==> config.mk <==
export PLATFORM = sky130hd
export DESIGN_NAME = square_wave_gen
export DESIGN_NICKNAME = d
export VERILOG_FILES = /design/src/rtl/square_wave_pkg.sv /design/src/rtl/square_wave_gen.sv
export SDC_FILE = /design/constraint.sdc
export NUM_CORES = 1
export LEC_CHECK = 0
export ABC_CLOCK_PERIOD_IN_PS = 2200
export BUFFER_PORTS_ARGS = -buffer_cell sky130_fd_sc_hd__buf_2
export CORE_ASPECT_RATIO = 1.25
export CORE_UTILIZATION = 40
export CTS_BUF_LIST = sky130_fd_sc_hd__clkbuf_4 sky130_fd_sc_hd__clkbuf_8
export DETAILED_ROUTE_END_ITERATION = 16
export PLACE_DENSITY_LB_ADDON = 0.05
export SYNTH_ARGS = -nofsm -noshare
export SYNTH_HDL_FRONTEND = slang
export SYNTH_SLANG_ARGS = --single-unit
==> constraint.sdc <==
create_clock -name i_clk -period 2.2 [get_ports i_clk]
set_input_delay 0.22 -clock i_clk [delete_from_list [all_inputs] [get_ports i_clk]]
set_output_delay 0.22 -clock i_clk [all_outputs]
set_load 0.01 [all_outputs]
==> src/rtl/square_wave_pkg.sv <==
// Shared types and default constants for the programmable square-wave generator.
// Latency: n/a (package only).
// Backpressure: n/a (package only).
// Contents: state_t FSM encoding, default UNIT_CYCLES / MN_W, and the counter
// width CNT_W derived from them.
package square_wave_pkg;

    typedef enum logic {
        LOW  = 1'b0,
        HIGH = 1'b1
    } state_t;

    // Clocks per time unit: 100 ns at 100 MHz.
    localparam int UNIT_CYCLES = 10;
    // Width of the high/low length inputs.
    localparam int MN_W = 4;
    // Wide enough to hold the longest phase minus one.
    localparam int CNT_W = $clog2(UNIT_CYCLES * ((2 ** MN_W) - 1));

endpackage

==> src/rtl/square_wave_gen.sv <==
// Programmable square wave: high for i_m units, low for i_n units (1 unit = UNIT_CYCLES clocks).
// Latency: o_q changes on the first rising edge after a phase end; it is high on the first edge after reset when i_m != 0.
// Backpressure: none; free-running output. i_m and i_n are sampled only at phase ends.
//
// Ports:
//   i_clk  - system clock, rising-edge active
//   i_rst  - asynchronous active-low reset
//   i_m    - high-phase length in units
//   i_n    - low-phase length in units
//   o_q    - square-wave output, taken straight from the state register
module square_wave_gen
    import square_wave_pkg::state_t;
    import square_wave_pkg::LOW;
    import square_wave_pkg::HIGH;
#(
    parameter int UNIT_CYCLES = square_wave_pkg::UNIT_CYCLES,
    parameter int MN_W        = square_wave_pkg::MN_W
) (
    input  logic            i_clk,
    input  logic            i_rst,
    input  logic [MN_W-1:0] i_m,
    input  logic [MN_W-1:0] i_n,
    output logic            o_q
);

    localparam int CNT_W = $clog2(UNIT_CYCLES * ((2 ** MN_W) - 1));

    state_t            state;
    state_t            state_nxt;
    logic [CNT_W-1:0]  cnt;
    logic [CNT_W-1:0]  cnt_nxt;

    // Counter reload value for a phase of 'len' units. A zero length keeps the
    // counter at 0 so the phase-end check repeats on every clock.
    function automatic logic [CNT_W-1:0] phase_len(input logic [MN_W-1:0] len);
        logic [CNT_W-1:0] cycles;
        cycles = CNT_W'(len) * CNT_W'(UNIT_CYCLES);
        return (len == '0) ? '0 : cycles - CNT_W'(1);
    endfunction

    always_comb begin
        state_nxt = state;
        cnt_nxt   = cnt - CNT_W'(1);
        if (cnt == '0) begin
            case (state)
                LOW: begin
                    if (i_m != '0) begin
                        state_nxt = HIGH;
                        cnt_nxt   = phase_len(i_m);
                    end else begin
                        // No high phase requested: extend the low phase.
                        cnt_nxt   = phase_len(i_n);
                    end
                end
                HIGH: begin
                    if (i_n != '0) begin
                        state_nxt = LOW;
                        cnt_nxt   = phase_len(i_n);
                    end else begin
                        // No low phase requested: extend the high phase.
                        cnt_nxt   = phase_len(i_m);
                    end
                end
                default: begin
                    state_nxt = LOW;
                    cnt_nxt   = '0;
                end
            endcase
        end
    end

    // Reset leaves the counter expired so the first edge after release
    // immediately evaluates a transition.
    always_ff @(posedge i_clk or negedge i_rst) begin
        if (!i_rst) begin
            state <= LOW;
            cnt   <= '0;
        end else begin
            state <= state_nxt;
            cnt   <= cnt_nxt;
        end
    end

    assign o_q = (state == HIGH);

endmodule

Word level (Yosys, flattened, before mapping) --
Index checks and enable logic that the tools add are counted.
Word-level totals: output and inout port bits 1, register bits 9
Cells by class: reduce and logical (&&, ||, !) cells 5, bitwise logic cells 1, $mul 2, multiplexer cells 9, $add $sub $neg 3
Operators by type and width (count):
- $mux W8 | 5
- $sub A8 B1 Y8 const B | 3
- $pmux W8 S2 | 1
- $mul A4 B3 Y7 const B | 2
- $logic_not A4 Y1 | 2
- $logic_not A8 Y1 | 1
- $reduce_bool A4 Y1 | 2
- $mux W1 | 2
- $pmux W1 S2 | 1
- $not A1 Y1 | 1

Longest topological paths before layout --
word-level depth 6, depth in mapped cells 8, depth with buffers taken out 8

Worst setup path after synthesis --
Ideal clock, no wire load.
kind input -> register, from in i_m[1], to reg cnt[7], stages 8, arrival time 2.139 ns, path buffers 0, data required time 2.097 ns, slack -0.043 ns, cells stage by stage ha_1 > ha_1 > fa_1 > nor4b_2 > nor2_1 > a211oi_2 > a211oi_1 > o41ai_2
Between the ends: longest elaborated chain between the ends 6
Ends and longest elaborated chain:
- from (decl) | line square_wave_gen.sv:21 | input logic [MN_W-1:0] i_m,
- $mul A4 B3 Y7 | line square_wave_gen.sv:37 | cycles = CNT_W'(len) * CNT_W'(UNIT_CYCLES);
- $sub A8 B1 Y8 | line square_wave_gen.sv:38 | return (len == '0) ? '0 : cycles - CNT_W'(1);
- $mux W8 | line square_wave_gen.sv:38
- $mux W8 (on tied branches) | line square_wave_gen.sv:56, square_wave_gen.sv:47
- $pmux W8 S2 (*) | line square_wave_gen.sv:45 | case (state)
- $mux W8 (*) | line square_wave_gen.sv:44 | if (cnt == '0) begin
- named net cnt_nxt[7] | line square_wave_gen.sv:31 | logic [CNT_W-1:0] cnt_nxt;
- to (signal assigned) | line square_wave_gen.sv:80 | cnt <= cnt_nxt;
- to (decl) | line square_wave_gen.sv:30 | logic [CNT_W-1:0] cnt;
Mark *: on every way through the listed nets, which the timed path passes. The rest lies on a longest branch. A chain may end at the register's enable or synchronous reset.

Worst setup path after layout --
from in i_n[1], to reg cnt[7]
Between the ends: longest elaborated chain between the ends 6
Ends and longest elaborated chain:
- from (decl) | line square_wave_gen.sv:22 | input logic [MN_W-1:0] i_n,
- $mul A4 B3 Y7 | line square_wave_gen.sv:37
- $sub A8 B1 Y8 | line square_wave_gen.sv:38
- $mux W8 | line square_wave_gen.sv:38
- $mux W8 (on tied branches) | line square_wave_gen.sv:56, square_wave_gen.sv:47
- $pmux W8 S2 (*) | line square_wave_gen.sv:45
- $mux W8 (*) | line square_wave_gen.sv:44
- named net cnt_nxt[7] | line square_wave_gen.sv:31
Marked as above.

==> flow_metrics.py <==
metrics = {
    "layout": {
        "antennaDiodeCount": 0,
        "fin_util": 0.556,
        "areaGrowthSynthToFinish_pct": 29.0,
        "stdcell_area_um2": 1240,
        "drive_gt1_frac": 0.343,
        "final_nets": 158,
    },
    "logic_synthesis": {
        "ys_types": 31,
        "yosysMostFrequentCell": "ha_1",
        "synth-edff-count": 0,
        "yosys.area.top_type": "dfrtp_1",
        "syn_inst": 105,
        "synth-async-reset-ratio": 1.00,
        "synth_common_cells": "ha_1, inv_1, nor2_1",
        "syn_nets": 128,
        "syn_area_um2": 963,
        "seq_area_frac_synth": 0.234,
        "syn_avg_cell_area_um2": 9.18,
        "synth_ff_type": "dfrtp_1",
        "synth_seq_cells": 9,
        "synth.area.top_cells": "dfrtp_1, ha_1, xnor2_1",
        "yosys_warnings": 0,
        "synth.top_cell.area_share": 0.234,
    },
    "timing": {
        "fmax_ghz": 0.475,
        "period_share": 0.957,
        "setup_viol": 0,
        "hold_viol": 0,
        "fin_crit_ps": 2100,
        "slew_headroom": 0.764,
        "rsz0062_at_grt": "false",
        "worst_slew_pin_slew_ps": 352,
        "drv_slew": 0,
        "fin_skew_ps": 7.71,
    },
    "floorplan": {
        "die_h_um": 56.9,
        "core_area_um2": 2230,
        "rows": 19,
        "start_util": 0.431,
        "dieArea_um2": 2610,
        "io_pins": 11,
        "die_x_um": 45.9,
    },
    "power": {
        "internal_power_uw": 519,
        "switching_share": 0.406,
        "peakVddDrop_uv": 251,
        "pwr-share-comb": 0.505,
        "p_per_area_nw_per_um2": 703,
        "leakage_uw": 0.000543,
        "p_clk_frac": 0.146,
        "p_seq_frac": 0.349,
        "p_switching_uw": 355,
    },
    "placed_design": {
        "io_buffer_count": 10,
        "dp.final_hpwl_um": 1710,
        "placed_cell_area_um2": 1170,
        "place_congestion": 0.750,
    },
    "critical_path": {
        "crit_required_ps": 2360,
        "path_max_fanout": 3,
        "crit_slowest_cell": "fa_1",
        "crit_cells": 10,
        "crit_arrival_ps": 2270,
        "worst-path-buf-inv": 3,
        "cpPeakStageDelay_ps": 500,
        "rr_worst_depth": 5,
        "reg2reg_slack_ps": 680,
        "startpoint_type": "primary input",
        "cp_cell_sequence": "buf_2, ha_1, ha_2, fa_1, nor3_1, buf_4, a311oi_2, a311oi_2, buf_4, o41ai_4",
        "critPathKind": "in2reg",
        "timing.rr.start": "cnt[2]$_DFF_PN0_",
        "crit_start": "i_n[1]",
        "path_delay_family": "adder cells",
        "endpoint_kind": "register",
    },
    "drt": {
        "dr.pass1.iters": 4,
        "num_vias": 857,
        "drc": 0,
        "vias_per_cell": 5.19,
        "wire_per_inst_um": 12.6,
        "drtIter0Drc": 4,
        "detail_route.wirelength_um": 2090,
        "final_antenna_net_count": 0,
    },
    "clocking": {
        "clockRootBuffer": "clkbuf_4",
        "htree_levels": 1,
        "cts_buffers": 3,
        "clk_latency_ps": 260,
        "cts_tree": "built",
        "clk_pin_slew_ps": 70,
        "cts.sinks": 9,
        "cts_buffer_depth": 2,
        "post_cts_buffers": 0,
    },
    "outcome": {
        "status": "finished clean",
    },
    "job": {
        "drv_cap": 0,
    },
    "global_route": {
        "grt_max_degree": 14,
        "grt_pass1_vias": 877,
        "grt-ovfl-total": 0,
        "antenna_found_initial": 0,
        "grtUsageTotal": 0.192,
        "grt_pass1_wl_um": 3650,
    },
    "min_path": {
        "hold_class": "in2async",
    },
}
-- area by class of cell --
type                    instances  area, um2
clock buffers                   3       22.5
clock inverters                 1       5.00
fillers                       224        992
inverters                      10       37.5
multi-input cells              85        741
flip-flops and latches          9        225
well taps                      31       38.8
repair buffers                 26        173
-- stage by stage --
| step | std cells | TNS [ps] | hold WS [ps] | setup slack (ps) | power, uW |
|---|---|---|---|---|---|
| 6_report | 165 | 0 | 326 | 95.1 | 874 |
| 5_1_grt | 165 | 0 | 348 | 8.18 | 958 |
| 4_1_cts | 165 | 0 | 315 | 8.78 | 855 |
| 3_5_place_dp | 160 | -334 | 75.3 | -279 | 720 |
| 3_3_place_gp | 160 | -289 | 76.6 | -200 | 708 |
| 2_1_floorplan | 105 | 0 | -75.6 | 2.49 | 594 |
-- state kept, by name, indices dropped and copies added (netlist names) --
signal and cells:
o_q 1, cnt 8
-- per-layer routing --
layer | track usage | up-vias | wire length (um)
met2 | 0.340 | 10 | 1180
met3 | 0.0193 | 2 | 13
li1 | - | 436 | -
met1 | 0.218 | 409 | 880
met4 | 0.0882 | 0 | 14
met5 | 0 | - | 0
-- layout by cell type, fill, tap and decap left out, types with 2 or more instances in the layout --
master,synthesis,layout
dfrtp_1,9,9
ha_2,0,2
a311oi_2,0,2
nor3_1,4,4
a211oi_2,1,2
nand2_1,6,6
a21oi_1,7,7
nand3_1,4,4
buf_2,1,10
buf_4,0,15
inv_1,10,10
o31ai_1,2,2
nor2_2,2,2
clkbuf_4,0,3
xnor2_1,7,7
a221oi_1,4,4
xor2_1,7,7
ha_1,11,9
o21ai_0,3,2
nor2_1,10,10
-- final timing paths --
check / endpoint
max: cnt[7]$_DFF_PN0_
min: cnt[0]$_DFF_PN0_
max reg2reg: cnt[7]$_DFF_PN0_
min reg2reg: cnt[0]$_DFF_PN0_
max in group asynchronous: cnt[4]$_DFF_PN0_
min in group i_clk: cnt[0]$_DFF_PN0_
-- logic make-up after synthesis --
kind of cell             Yosys count  share of synthesized area
AO/OA/AOI/OAI                     23                      0.183
XOR/XNOR                          14                      0.127
adder cells (fa/ha/maj)           13                      0.184
buffers and inverters             11                     0.0442
flip-flops                         9                      0.234
multiplexers                       1                     0.0104
AND/OR/NAND/NOR                   34                      0.217
-- power by group through the flow --
stage / combinational (uW) / clock, uW / sequential [uW]
finish: 442 / 128 / 305
global route: 499 / 144 / 315
CTS: 417 / 132 / 306
detailed placement: 411 / 0 / 309
global placement: 405 / 0 / 303
floorplan: 299 / 0 / 295
-- timing repair --
item	CTS	global route
endpoints found under the setup margin	0	1
hold endpoints to repair	9	0
gates resized for setup	0	7
hold buffers	1	0
(Power assumes the default switching activity.)
